### src/rtl/alu_pkg.sv
// Shared opcode and FSM state definitions for the sequential ALU.
package alu_pkg;

  localparam logic [2:0] OP_FWD  = 3'b000;
  localparam logic [2:0] OP_ADD  = 3'b001;
  localparam logic [2:0] OP_AND  = 3'b010;
  localparam logic [2:0] OP_OR   = 3'b011;
  localparam logic [2:0] OP_SUB  = 3'b100;
  localparam logic [2:0] OP_MUL  = 3'b101;
  localparam logic [2:0] OP_ROR  = 3'b110;
  localparam logic [2:0] OP_RSVD = 3'b111;

  typedef enum logic {
    ST_IDLE = 1'b0,
    ST_EXEC = 1'b1
  } state_t;

endpackage

### src/rtl/alu_shift_add_mul.sv
// Iterative unsigned shift-add multiplier: one partial product per step.
module alu_shift_add_mul
  import alu_pkg::*;
#(
  parameter int WIDTH = 8
) (
  input  logic               clk,
  input  logic               rst_n,
  input  logic               load,
  input  logic               step,
  input  logic [WIDTH-1:0]   a,
  input  logic [WIDTH-1:0]   b,
  output logic [2*WIDTH-1:0] product,
  output logic               done
);

  localparam int CW = $clog2(WIDTH) + 1;

  logic [2*WIDTH-1:0] acc_r;
  logic [2*WIDTH-1:0] mcand_r;
  logic [WIDTH-1:0]   mplier_r;
  logic [CW-1:0]      cnt_r;

  // Accumulator value after the current step; the full product on the last step.
  always_comb begin
    product = acc_r;
    if (mplier_r[0]) begin
      product = acc_r + mcand_r;
    end else begin
      product = acc_r;
    end
    done = step & (cnt_r == CW'(1));
  end

  // Operand load and per-step shift of multiplicand/multiplier.
  always_ff @(posedge clk or negedge rst_n) begin
    if (!rst_n) begin
      acc_r    <= {(2*WIDTH){1'b0}};
      mcand_r  <= {(2*WIDTH){1'b0}};
      mplier_r <= {WIDTH{1'b0}};
      cnt_r    <= {CW{1'b0}};
    end else if (load) begin
      acc_r    <= {(2*WIDTH){1'b0}};
      mcand_r  <= {{WIDTH{1'b0}}, a};
      mplier_r <= b;
      cnt_r    <= CW'(WIDTH);
    end else if (step) begin
      acc_r    <= product;
      mcand_r  <= mcand_r << 1;
      mplier_r <= mplier_r >> 1;
      cnt_r    <= cnt_r - CW'(1);
    end
  end

endmodule

### src/rtl/alu_seq.sv
// Sequential ALU with registered result/flags and START/BUSY/DONE handshake;
// MUL and non-zero ROR run multi-cycle, everything else completes at capture.
module alu_seq
  import alu_pkg::*;
#(
  parameter int WIDTH = 8,
  parameter int SHW   = $clog2(WIDTH)
) (
  input  logic             CLK,
  input  logic             RESET,
  input  logic             START,
  input  logic [2:0]       ALUOP,
  input  logic [WIDTH-1:0] OPERAND1,
  input  logic [WIDTH-1:0] OPERAND2,
  output logic [WIDTH-1:0] RESULT,
  output logic             BUSY,
  output logic             DONE,
  output logic             ZERO,
  output logic             CARRY,
  output logic             ERROR
);

  localparam int CW = SHW + 1;

  state_t             state_r, state_nxt_s;
  logic [2:0]         op_r, op_nxt_s;
  logic [CW-1:0]      cnt_r, cnt_nxt_s;
  logic [WIDTH-1:0]   rot_r, rot_nxt_s;
  logic [WIDTH-1:0]   result_r, result_nxt_s;
  logic               zero_r, zero_nxt_s, carry_r, carry_nxt_s;
  logic               error_r, error_nxt_s, done_r, done_nxt_s, busy_r;
  logic [SHW-1:0]     amt_s;
  logic [WIDTH:0]     sum_s;
  logic [WIDTH-1:0]   sc_res_s, comp_res_s;
  logic               sc_carry_s, sc_err_s, comp_carry_s, comp_err_s, complete_s;
  logic               mul_load_s, mul_step_s, mul_done_s;
  logic [2*WIDTH-1:0] mul_prod_s;

  assign amt_s      = OPERAND1[SHW-1:0];
  assign mul_load_s = (state_r == ST_IDLE) & START & (ALUOP == OP_MUL);
  assign mul_step_s = (state_r == ST_EXEC) & (op_r == OP_MUL);

  alu_shift_add_mul #(.WIDTH(WIDTH)) u_mul (
    .clk     (CLK),
    .rst_n   (RESET),
    .load    (mul_load_s),
    .step    (mul_step_s),
    .a       (OPERAND1),
    .b       (OPERAND2),
    .product (mul_prod_s),
    .done    (mul_done_s)
  );

  // Single-cycle datapath on the live inputs, used only at the capture edge.
  always_comb begin
    sum_s      = {1'b0, OPERAND1} + {1'b0, OPERAND2};
    sc_res_s   = OPERAND2;
    sc_carry_s = 1'b0;
    sc_err_s   = 1'b0;
    case (ALUOP)
      OP_FWD:  sc_res_s = OPERAND2;
      OP_ADD:  begin sc_res_s = sum_s[WIDTH-1:0]; sc_carry_s = sum_s[WIDTH]; end
      OP_AND:  sc_res_s = OPERAND1 & OPERAND2;
      OP_OR:   sc_res_s = OPERAND1 | OPERAND2;
      OP_SUB:  begin sc_res_s = OPERAND1 - OPERAND2; sc_carry_s = (OPERAND1 >= OPERAND2); end
      OP_RSVD: begin sc_res_s = {WIDTH{1'b0}}; sc_err_s = 1'b1; end
      default: sc_res_s = OPERAND2;  // ROR by zero; MUL never completes here
    endcase
  end

  // Next-state and completion logic; holds all state unless something completes.
  always_comb begin
    state_nxt_s  = state_r;
    op_nxt_s     = op_r;
    cnt_nxt_s    = cnt_r;
    rot_nxt_s    = rot_r;
    complete_s   = 1'b0;
    comp_res_s   = sc_res_s;
    comp_carry_s = sc_carry_s;
    comp_err_s   = sc_err_s;
    case (state_r)
      ST_IDLE: begin
        if (START) begin
          op_nxt_s  = ALUOP;
          rot_nxt_s = OPERAND2;
          if (ALUOP == OP_MUL) begin
            state_nxt_s = ST_EXEC;
            cnt_nxt_s   = CW'(WIDTH);
          end else if ((ALUOP == OP_ROR) && (amt_s != {SHW{1'b0}})) begin
            state_nxt_s = ST_EXEC;
            cnt_nxt_s   = {1'b0, amt_s};
          end else begin
            complete_s = 1'b1;
          end
        end else begin
          state_nxt_s = ST_IDLE;
        end
      end
      ST_EXEC: begin
        rot_nxt_s = {rot_r[0], rot_r[WIDTH-1:1]};
        cnt_nxt_s = cnt_r - CW'(1);
        if (op_r == OP_MUL) begin
          complete_s   = mul_done_s;
          comp_res_s   = mul_prod_s[WIDTH-1:0];
          comp_carry_s = |mul_prod_s[2*WIDTH-1:WIDTH];
        end else begin
          complete_s   = (cnt_r == CW'(1));
          comp_res_s   = {rot_r[0], rot_r[WIDTH-1:1]};
          comp_carry_s = 1'b0;
        end
        comp_err_s = 1'b0;
        if (complete_s) begin
          state_nxt_s = ST_IDLE;
        end else begin
          state_nxt_s = ST_EXEC;
        end
      end
      default: state_nxt_s = ST_IDLE;
    endcase
    if (complete_s) begin
      result_nxt_s = comp_res_s;
      zero_nxt_s   = (comp_res_s == {WIDTH{1'b0}});
      carry_nxt_s  = comp_carry_s;
      error_nxt_s  = comp_err_s;
      done_nxt_s   = 1'b1;
    end else begin
      result_nxt_s = result_r;
      zero_nxt_s   = zero_r;
      carry_nxt_s  = carry_r;
      error_nxt_s  = error_r;
      done_nxt_s   = 1'b0;
    end
  end

  // State, datapath and output registers; reset aborts any op without DONE.
  always_ff @(posedge CLK or negedge RESET) begin
    if (!RESET) begin
      state_r  <= ST_IDLE;
      op_r     <= 3'b000;
      cnt_r    <= {CW{1'b0}};
      rot_r    <= {WIDTH{1'b0}};
      result_r <= {WIDTH{1'b0}};
      zero_r   <= 1'b0;
      carry_r  <= 1'b0;
      error_r  <= 1'b0;
      done_r   <= 1'b0;
      busy_r   <= 1'b0;
    end else begin
      state_r  <= state_nxt_s;
      op_r     <= op_nxt_s;
      cnt_r    <= cnt_nxt_s;
      rot_r    <= rot_nxt_s;
      result_r <= result_nxt_s;
      zero_r   <= zero_nxt_s;
      carry_r  <= carry_nxt_s;
      error_r  <= error_nxt_s;
      done_r   <= done_nxt_s;
      busy_r   <= (state_nxt_s == ST_EXEC);
    end
  end

  assign RESULT = result_r;
  assign BUSY   = busy_r;
  assign DONE   = done_r;
  assign ZERO   = zero_r;
  assign CARRY  = carry_r;
  assign ERROR  = error_r;

endmodule
### config.mk
export PLATFORM = sky130hd
export DESIGN_NAME = alu_seq
export DESIGN_NICKNAME = d
export VERILOG_FILES = /design/src/rtl/alu_pkg.sv /design/src/rtl/alu_shift_add_mul.sv /design/src/rtl/alu_seq.sv
export SDC_FILE = /design/constraint.sdc
export NUM_CORES = 1
export LEC_CHECK = 0
export BUFFER_PORTS_ARGS = -buffer_cell sky130_fd_sc_hd__buf_2
export CAP_MARGIN = 20
export CELL_PAD_IN_SITES_DETAIL_PLACEMENT = 1
export CELL_PAD_IN_SITES_GLOBAL_PLACEMENT = 1
export CORE_MARGIN = 2
export CORE_UTILIZATION = 43
export CTS_CLUSTER_DIAMETER = 200
export DETAILED_ROUTE_END_ITERATION = 12
export GPL_TIMING_DRIVEN = 1
export PLACE_DENSITY = 0.83
export SYNTH_ARGS = -nofsm -noshare
export SYNTH_HDL_FRONTEND = slang
export SYNTH_SLANG_ARGS = --single-unit
### constraint.sdc
create_clock -name CLK -period 2.4 [get_ports CLK]
set_clock_uncertainty 0.15 [all_clocks]
set_input_delay 0.48 -clock CLK [delete_from_list [all_inputs] [get_ports CLK]]
set_output_delay 0.48 -clock CLK [all_outputs]
set_load 0.02 [all_outputs]
# [Yosys cells after proc, flatten, opt, wreduce, memory -nomap -nowiden]
# Index checks and enable logic that the tools add are counted.
[totals] output_inout_bits=13 mem_bits_rw=0 rom_bits=0 ff_bits=72 wordCells=80 n_memories=0 inputBits=22 latchBits=0
[classes] n_reduce_logical=7 addsub=5 n_lt_le_gt_ge=1 n_bitwise=7 eq_ne=12 n_mux=35 mul=0 n_div=0 n_shift=0
[ops] op="two-way mux 16 bit" count=5
[ops] op="two-way mux 8 bit" count=5
[ops] op="one-hot mux 8 bit (5 select lines)" count=1
[ops] op="two-way mux 4 bit" count=5
[ops] op="adder 16 bit" count=1
[ops] op="one-hot mux 8 bit (2 select lines)" count=1
[ops] op="== test 3 bit (second input constant)" count=5
[ops] op="two-way mux 1 bit" count=14
[ops] op="adder 8 x 8 -> 9 bit" count=1
[ops] op="bitwise AND 8 bit" count=1
[ops] op="== test 4 x 1 -> 1 bit (second input constant)" count=2
[ops] op="greater-or-equal comparator 8 bit" count=1
[ops] op="logical NOT 8 bit" count=1
[ops] op="bitwise OR 8 bit" count=1
[ops] op="one-hot mux 4 bit (2 select lines)" count=1
[ops] op="OR reduction 8 bit" count=1
[ops] op="subtractor 4 x 1 -> 4 bit (second input constant)" count=2
[ops] op="subtractor 8 bit" count=1
[ops] op="== test 3 x 2 -> 1 bit (second input constant)" count=2
[ops] op="one-hot mux 1 bit (2 select lines)" count=3
[ops] op="bitwise AND 1 bit" count=4
[ops] op="AND reduction 2 bit" count=2
[ops] op="== test 3 x 1 -> 1 bit (second input constant)" count=1
[ops] op="inequality test 3 x 1 -> 1 bit (second input constant)" count=1
[ops] op="5 further kinds" count=5

# [Logic depth before layout (Yosys ltp)]
# Gate-level depths: netlist (run 1).
[depth] depth_word=7 mapped_depth=11 depth_no_buf=11

# [Modules after synthesis]
# From an unflattened synthesis (run 1), not the netlist that was laid out.
[hier_totals] hier_cells=647 area_unflattened_um2=5671.7
[modules_own_cells] mod="alu_shift_add_mul" cells_each=312 seq_area_each_um2=1101.1 n_inst=1 area_each_um2=2972.9
[modules_own_cells] mod="alu_seq" cells_each=335 seq_area_each_um2=700.7 n_inst=1 area_each_um2=2698.8

# [Worst setup path after synthesis (run 1)]
# No wires, ideal clock.
[synth_timing] path_type="in2reg" from="input port OPERAND1[0]" to="register carry_r, in the netlist CARRY" setup_slack_ns=-0.360 stages=9 t_required_ns=2.119 setup_ns=0.131 path_buffers=0 arrival_ns=2.479 cell_sequence="ha_1 > fa_1 > a21o_1 > a221oi_1 > a2111oi_0 > a2111oi_2 > and3_1 > o2111a_1 > a31oi_1"
[synth_via] elab_chain_cells=6 word_cells_on_any_way=10 cone_classes="add/sub (1); order compare (1); mux (6); reduce/logical (2)"
[synth_lines] element="start, declared" line_no="alu_seq.sv:13" text="input logic [WIDTH-1:0] OPERAND1,"
[synth_lines] element="parallel branches: the longest is 6 deep, another holds adder 8 x 8 -> 9 bit"
[synth_lines] element="end signal, assigned" line_no="alu_seq.sv:155" text="carry_r <= carry_nxt_s;"
[synth_lines] element="end, declared" line_no="alu_seq.sv:30" text="logic zero_r, zero_nxt_s, carry_r, carry_nxt_s;"
# Several ways; the timed one is not identified.
# A chain may end at the register's enable or synchronous reset.

# [Final worst setup path (run 1)]
[layout_timing] from="register u_mul.acc_r[0]" to="register result_r[4], in the netlist RESULT[4]"
[layout_via] elab_chain_cells=4
[layout_lines] element="start, declared" line_no="alu_shift_add_mul.sv:19" text="logic [2*WIDTH-1:0] acc_r;"
[layout_lines] element="start signal, assigned" line_no="alu_shift_add_mul.sv:38" text="acc_r <= {(2*WIDTH){1'b0}};"
[layout_lines] element="start signal, assigned" line_no="alu_shift_add_mul.sv:43" text="acc_r <= {(2*WIDTH){1'b0}};"
[layout_lines] element="start signal, assigned" line_no="alu_shift_add_mul.sv:48" text="acc_r <= product;"
[layout_lines] element="adder 16 bit" line_no="alu_shift_add_mul.sv:28" text="product = acc_r + mcand_r;"
[layout_lines] element="two-way mux 16 bit" line_no="alu_shift_add_mul.sv:27" text="if (mplier_r[0]) begin"
[layout_lines] element="two-way mux 8 bit" line_no="alu_seq.sv:102" text="if (op_r == OP_MUL) begin"
[layout_lines] element="two-way mux 8 bit" line_no="alu_seq.sv:81" text="case (state_r)"
[layout_lines] element="end signal, assigned" line_no="alu_seq.sv:142" text="result_r <= {WIDTH{1'b0}};"
[layout_lines] element="end signal, assigned" line_no="alu_seq.sv:153" text="result_r <= result_nxt_s;"
[layout_lines] element="end, declared" line_no="alu_seq.sv:29" text="logic [WIDTH-1:0] result_r, result_nxt_s;"
# No other way between the ends.

==> impl_metrics.csv, run 1 <==
group,metric,value,unit
logic_synthesis,synth_area,5271,um2
clock_network,cts_hold_buf,0,
place,port_buffers,34,
global_route,grt_pass1_wl,34.73,mm
floorplanning,die_h,114.7,um
place,gp_congestion,0.8909,
worst_hold_path,hold_class,"in -> async",
final_layout,drive_above_1_share,39.20,%
route,wire_per_inst,24.83,um
global_route,grt_max_degree,73,
clock_network,cts-root-buf,"clkbuf_16",
worst_setup_path,cp_common_cell,"buf_4",
place,dp_cells,921,
timing,slew_headroom,37.83,%
worst_setup_path,reg2reg_depth,11,
outcome,outcome,"complete, but fails checks",
global_route,grt_pass1_vias,6267,
timing,finalSetupViolations,14,
global_route,grt_util_all_layers,34.60,%
power_and_ir_drop,p_switching,0.003712,W
timing,finalHoldWorstSlack,-7.777,ps
worst_setup_path,timing.rr.end,"RESULT[4]",
floorplanning,start_util,43.89,%
worst_setup_path,cpMaxStageDelayCell,"dfrtp_1",
logic_synthesis,ys.flop_type,"dfrtp_1",
logic_synthesis,synth_edf_count,0,
final_layout,final_core_util,63.05,%
final_layout,final_nets,861,
route,drt_iter0_markers,512,
clock_network,cts_made_buffers,9,
timing,fin_ws,-474.1,ps
clock_network,numClockSinks,72,
worst_setup_path,cp.depth,11,
clock_network,htree_levels,3,
power_and_ir_drop,leakagePower,3.671,nW
route,firstDrtPassIters,5,
floorplanning,fp-row-count,40,
clock_network,cts.path.max_buffers,2,
route,wl,23.41,mm
floorplanning,core,12010,um2
clock_network,clk_latency,350,ps
floorplanning,io_pins,35,
worst_setup_path,path_cells,"ha_4 -> fa_2 -> buf_4 -> a21o_1 -> a21oi_2 -> xnor2_2 -> mux2i_1 -> a211o_1 -> buf_4 -> buf_4 -> a31oi_1",
route,dr_total_vias,5948,
logic_synthesis,seq_area_frac_synth,34.18,%
logic_synthesis,yosysTopAreaCellShare,34.18,%
power_and_ir_drop,ir_drop,0.4823,mV
worst_setup_path,crit_type,"reg -> reg",
final_layout,antenna_cells,0,
worst_setup_path,worst_setup_path_end_kind,"flop",
power_and_ir_drop,combinationalPowerShare,57.8,%
route,dr_wl_met2,12.07,mm
timing,tightest_slew,929.1,ps
place,hpwlAfterDp,15.15,mm
job,max_cap_violations,0,
timing,period_needed,2874,ps
logic_synthesis,netlist_top_cells_area,"dfrtp_1 34%, ha_1 10%, nand2_1 5.5%, o21ai_0 4.4%, mux2i_1 4.2%",
route,wl_met1,8.953,mm
global_route,grt_overflow,0,
power_and_ir_drop,power,0.008314,W
global_route,grt_antenna_before_repair,0,
logic_synthesis,postSynthAreaPerCell,8.800,um2
power_and_ir_drop,seqPwrFrac,26.4,%
outcome,violations,"hold timing, setup timing",
timing,hold_viol_final,18,
place,postPlaceCellArea,6864,um2
worst_setup_path,worst-path-buf-inv,3,
worst_setup_path,critPathMaxFanout,2,
worst_setup_path,cpPeakStageDelay,430,ps
logic_synthesis,ys_ff_latch,72,
clock_network,clk_pin_slew,60,ps
place,dp_slack,-659.7,ps
route,route.met3.wl,1.120,mm
worst_setup_path,reg2reg_slack,-470,ps
final_layout,areaGrowthSynthToFinish,43.67,%
worst_setup_path,crit_family,"compound AO/OA/AOI/OAI gates",
worst_setup_path,critPathLaunchType,"flop",
route,antenna_left,0,
final_layout,fin_cells,943,
timing,fin_crit_sh,119.8,%
route,vias_per_cell,6.308,
logic_synthesis,synth_largest_area_cell,"dfrtp_1",
floorplanning,die_area,13160,um2
power_and_ir_drop,clockPowerShare,15.8,%
worst_setup_path,endpoint,"RESULT[4]",
power_and_ir_drop,p_per_area,1098,nW/um2
timing,rsz0062_at_grt,"yes",
worst_setup_path,worstPathArrival,2990,ps
route,drc_errors,0,
worst_setup_path,crit_required,2510,ps
logic_synthesis,syn_inst,599,
route,routed.top_layer,"met4",
timing,finalMaxSlewViolations,0,
power_and_ir_drop,p_int,0.004601,W
worst_setup_path,crit_start,"u_mul.acc_r[0]",
power_and_ir_drop,swShare,44.65,%
clock_network,cts_tree,"built",
logic_synthesis,synth.distinct_cells,71,
timing,max_freq,0.3479,GHz
logic_synthesis,yosysWarningCount,0,
floorplanning,die-width,114.7,um
logic_synthesis,synth_async_sr_flop_share,100.0,%
logic_synthesis,synth_nets,668,
worst_setup_path,timing.rr.start,"u_mul.acc_r[0]",
final_layout,stdcell_area,7574,um2
==> Yosys cell counts (3+ instances only) <==
master and instances:
o22ai_1 6, o21bai_1 4, a22o_1 19, a21o_1 11, a211oi_1 8, o211ai_1 4, a32o_1 3, nor3_1 9
nor2b_1 9, mux2i_1 22, inv_1 26, nor4_1 6, a21oi_1 31, buf_4 3, nand2_1 77, xor2_1 6
nand2b_1 7, dfrtp_1 72, xnor2_1 9, ha_1 44, buf_2 4, inv_2 3, a31oi_1 7, nor2_1 48
or4_1 3, a22oi_1 14, clkbuf_1 17, fa_1 3, a211o_1 5, and3_1 7, nand3_1 11, o41ai_1 3
o21ai_0 46
==> stage by stage <==
| stage | hold WS [ps] | TNS, ps |
|---|---|---|
| detailed placement | 322.5 | -6040 |
| finish | -7.777 | -3409 |
| global placement | 311.4 | -3777 |
| global route | 20.66 | -4508 |
| CTS | 16.07 | -2251 |
| floorplan | 34.41 | -379.4 |
==> routing by layer <==
metal  vias up  GRT usage [%]
met5         -              0
li1       2583              -
met1      3016          39.68
met4         0          16.71
met3       101          4.341
met2       248          63.63
==> state kept, by name (all words and copies together) (netlist names), 3 cells and up <==
signal          count
u_mul.mplier_r      8
op_r                3
u_mul.acc_r        16
u_mul.mcand_r      16
rot_r               8
cnt_r               4
RESULT              8
u_mul.cnt_r         4
==> power groups by stage <==
stage / sequential (W) / clock, W / combinational (W)
floorplan: 0.00212 / 0 / 0.00196
detailed placement: 0.00211 / 0 / 0.00385
global route: 0.00223 / 0.00136 / 0.00512
CTS: 0.00213 / 0.00128 / 0.00430
finish: 0.00219 / 0.00131 / 0.00481
global placement: 0.00206 / 0 / 0.00362
==> layout make-up <==
type / instances / area (um2)
clock inverter: 4 / 20.02
sequential: 72 / 1802
inverter: 29 / 115.1
clock buffer: 11 / 252.7
timing repair inverter: 1 / 5.005
tap: 147 / 183.9
multi-input combinational: 470 / 3682
timing repair buffer: 209 / 1513
fill: 1375 / 4438
==> what timing repair did <==
action | CTS | global route
pin swaps | 36 | 24
resized for setup | 58 | 29
setup buffers | 4 | 4
gates cloned | 0 | 1
hold endpoints to repair | 0 | 0
setup endpoints to repair | 16 | 22
==> worst min-delay path by stage <==
stage	startpoint	to	depth (start not counted)
2_1_floorplan	RESET	BUSY	0
3_5_place_dp	u_mul.mplier_r[6]	u_mul.mplier_r[6]	2
3_3_place_gp	RESULT[3]	RESULT[3]	2
6_report	RESET	u_mul.mcand_r[11]	2
4_1_cts	RESET	u_mul.mcand_r[11]	2
5_1_grt	RESET	u_mul.mcand_r[11]	2
==> cells in the final DEF, fill, tap and decap left out, types with 3 or more instances in the layout <==
| cell type | synthesis | final |
|---|---|---|
| buf_4 | 3 | 172 |
| nand2_1 | 77 | 77 |
| dfrtp_1 | 72 | 72 |
| nor2_1 | 48 | 42 |
| ha_1 | 44 | 35 |
| o21ai_0 | 46 | 32 |
| buf_2 | 4 | 32 |
| inv_1 | 26 | 22 |
| mux2i_1 | 22 | 22 |
| a21oi_1 | 31 | 21 |
| a22o_1 | 19 | 19 |
| a22oi_1 | 14 | 13 |
| o21ai_1 | 2 | 12 |
| a21o_1 | 11 | 11 |
| nand3_1 | 11 | 10 |
| nor2b_1 | 9 | 9 |
| a21oi_2 | 0 | 9 |
| clkbuf_16 | 0 | 9 |
| ha_4 | 0 | 8 |
| nand2b_1 | 7 | 7 |
| nor3_1 | 9 | 6 |
| a31oi_1 | 7 | 6 |
| inv_2 | 3 | 5 |
| a211oi_2 | 1 | 5 |
| and3_1 | 7 | 5 |
| o22ai_1 | 6 | 5 |
| xor2_1 | 6 | 5 |
| nor2_2 | 0 | 5 |
| nor4_1 | 6 | 5 |
| xnor2_1 | 9 | 5 |
| xnor2_2 | 0 | 4 |
| a211o_1 | 5 | 4 |
| o211ai_1 | 4 | 4 |
| clkinv_2 | 0 | 4 |
| nor3_2 | 1 | 3 |
| a211oi_1 | 8 | 3 |
| o21bai_1 | 4 | 3 |
| or4_1 | 3 | 3 |
| fa_2 | 0 | 3 |
| buf_6 | 2 | 3 |
==> kinds of logic after synthesis <==
| logic type | count (synthesis) | synth area share [%] |
|---|---|---|
| multiplexers | 23 | 4.605 |
| adder cells (fa/ha/maj) | 47 | 11.58 |
| AND/OR/NAND/NOR | 189 | 16.38 |
| buffers and inverters | 57 | 4.652 |
| flip-flops | 72 | 34.18 |
| XOR/XNOR | 15 | 2.492 |
| AO/OA/AOI/OAI | 196 | 26.11 |
==> worst register-to-register path: cells and delay by family, from the launching register on <==
kind                       cells  cell delay, ps
AOI/OAI and AO/OA              4             850
xor gates and xnor gates       1             160
adders and majority gates      2             580
buffers and inverters          3             450
DFF                            1             430
muxes                          1             160
Note: power is estimated with default switching activity, not from simulation.
==> run 2: changes to the inputs <==
--- a/config.mk
+++ b/config.mk
@@ -10,11 +10,11 @@
 export CELL_PAD_IN_SITES_DETAIL_PLACEMENT = 1
 export CELL_PAD_IN_SITES_GLOBAL_PLACEMENT = 1
 export CORE_MARGIN = 2
-export CORE_UTILIZATION = 43
+export CORE_UTILIZATION = 50
 export CTS_CLUSTER_DIAMETER = 200
 export DETAILED_ROUTE_END_ITERATION = 12
 export GPL_TIMING_DRIVEN = 1
-export PLACE_DENSITY = 0.83
+export PLACE_DENSITY = 0.91
 export SYNTH_ARGS = -nofsm -noshare
 export SYNTH_HDL_FRONTEND = slang
 export SYNTH_SLANG_ARGS = --single-unit
==> constraint.sdc (replaced) <==
create_clock -name CLK -period 3.56 [get_ports CLK]
set_clock_uncertainty 0.15 [all_clocks]
set_input_delay 0.712 -clock CLK [delete_from_list [all_inputs] [get_ports CLK]]
set_output_delay 0.712 -clock CLK [all_outputs]
set_load 0.02 [all_outputs]
==> run 2 against run 1 <==
  * The flow now finishes without violations
  * Clock power down 49%
  * Combinational power down 58%
  * Critical path depth down 1
  * First-iteration DRC count down 36%
  * Power down 50%
  * Largest power group unchanged
==> impl_metrics.csv, run 2 (synthesis gave the netlist of run 1 again) <==
group,metric,value,unit
timing,tightest_slew,927.7,ps
worst_setup_path,path_cells,"ha_1 -> fa_1 -> a211oi_2 -> o211ai_1 -> and3_1 -> nor2_1 -> a21boi_0 -> nor2_1 -> o2111a_1 -> a31oi_1",
route,drc_errors,0,
timing,finalMaxSlewViolations,0,
final_layout,top_regs,"u_mul.acc_r: 16 flops, u_mul.mcand_r: 16 flops",
final_layout,final_nets,702,
worst_setup_path,cpPeakStageDelay,480,ps
clock_network,htree_levels,3,
place,hpwlAfterDp,12.76,mm
place,gp_congestion,0.9690,
final_layout,mostFrequentLayoutCell,"nand2_1",
floorplanning,io_pins,35,
place,dp_cells,758,
global_route,grt_pass1_wl,27.84,mm
power_and_ir_drop,leakagePower,2.789,nW
timing,hold_viol_final,0,
power_and_ir_drop,ir_drop,0.3588,mV
worst_hold_path,hold_class,"in -> async",
place,port_buffers,34,
worst_setup_path,critPathLaunchType,"flop",
timing,finalHoldWorstSlack,329.1,ps
timing,finalSetupViolations,0,
worst_setup_path,crit_required,3690,ps
worst_setup_path,worst_setup_path_end_kind,"flop",
worst_setup_path,cpMaxStageDelayCell,"fa_1",
clock_network,numClockSinks,72,
global_route,grt_overflow,0,
timing,rsz0062_at_grt,"no",
outcome,outcome,"complete, no violations",
floorplanning,fp-row-count,37,
floorplanning,die_area,11380,um2
power_and_ir_drop,power,0.004143,W
timing,period_needed,3138,ps
floorplanning,core,10280,um2
route,wl,17.12,mm
final_layout,fin_cells,773,
clock_network,clk_latency,370,ps
clock_network,postCtsSetupBuffers,0,
route,drt_iter0_markers,330,
job,max_cap_violations,0,
route,firstDrtPassIters,5,
route,dr_total_vias,5014,
final_layout,stdcell_area,5817,um2
place,postPlaceCellArea,5623,um2
worst_setup_path,cp_common_cell,"nor2_1",
clock_network,clk_pin_slew,90,ps
route,antenna_left,0,
power_and_ir_drop,p_per_area,712.3,nW/um2
timing,fin_crit_sh,88.14,%
clock_network,ctsResizeCount,0,
worst_setup_path,crit_type,"reg -> reg",
clock_network,cts_hold_buf,0,
route,vias_per_cell,6.486,
clock_network,cts-root-buf,"clkbuf_8",
worst_setup_path,critPathMaxFanout,3,
worst_setup_path,worstPathArrival,3270,ps
floorplanning,start_util,51.29,%
final_layout,areaGrowthSynthToFinish,10.35,%
global_route,grt_antenna_before_repair,0,
floorplanning,die-width,106.7,um
global_route,grt_pass1_vias,5290,
final_layout,layout_common_cells,"77 x nand2_1, 72 x dfrtp_1, 46 x nor2_1, 46 x o21ai_0, 44 x ha_1",
final_layout,drive_above_1_share,13.19,%
clock_network,cts.path.max_buffers,2,
floorplanning,die_h,106.7,um
global_route,grt_util_all_layers,31.55,%
route,wire_per_inst,22.15,um
global_route,grt_max_degree,73,
timing,max_freq,0.3187,GHz
clock_network,cts_made_buffers,9,
timing,slew_headroom,38.16,%
timing,tns,0,ps
clock_network,cts_tree,"built",
final_layout,antenna_cells,0,
## run 2: changes by cell type in the layout (fill, tap and decap cells not counted), moves of 8 or more
cell	delta
o21ai_1	-10
ha_1	+9
o21ai_0	+14
a21oi_1	+10
a21oi_2	-9
clkbuf_16	-9
buf_4	-155
clkbuf_8	+8
ha_4	-8
## run 2: critical path: cells and delay by family, from the launching register on
family / cells / cell delay, ps
AND/OR/NAND/NOR: 3 / 520
AO/OA/AOI/OAI: 5 / 1220
flip-flops: 1 / 410
adder cells (fa/ha/maj): 2 / 740
## run 2: path summary, 6_finish.rpt
check | slack (ps) | cells past startpoint | start | endpoint
worst max-delay path | 420 | 10 | u_mul.mcand_r[0] | CARRY
worst min-delay path | 330 | 1 | RESET | cnt_r[0]
worst max register to register | 420 | 10 | u_mul.mcand_r[0] | CARRY
worst min register to register | 340 | 2 | RESULT[3] | RESULT[3]
max in group asynchronous | 2330 | 1 | RESET | RESULT[7]
min in group CLK | 340 | 2 | RESULT[3] | RESULT[3]
## run 2: final cells by class
class / count / area [um2]
Inverter: 29 / 108.9
Clock buffer: 10 / 137.6
Fill cell: 1252 / 4461
Tap cell: 136 / 170.2
Clock inverter: 5 / 56.30
Sequential cell: 72 / 1802
Multi-Input combinational cell: 470 / 3229
Timing Repair Buffer: 51 / 312.8
## run 2: report_power, final
part           internal, W  switching (W)
Sequential         0.00114       0.000330
Clock             0.000339       0.000326
Combinational     0.000766        0.00124
## run 2: layer usage
layer	share of wire, %	vias to the layer above	track usage (%)
met5	0	-	0
met4	4.1	0	14.75
met3	6.3	55	5.228
met2	49	192	52.91
met1	40	2508	39.77
li1	-	2259	-
## run 2: stage by stage
| stage | utilization [%] | setup slack [ps] |
|---|---|---|
| CTS | 56.60 | 433.5 |
| global placement | 54.71 | 252.7 |
| finish | 56.60 | 422.1 |
| detailed placement | 54.71 | 153.7 |
| floorplan | - | 567.6 |
| global route | 56.60 | 254.0 |
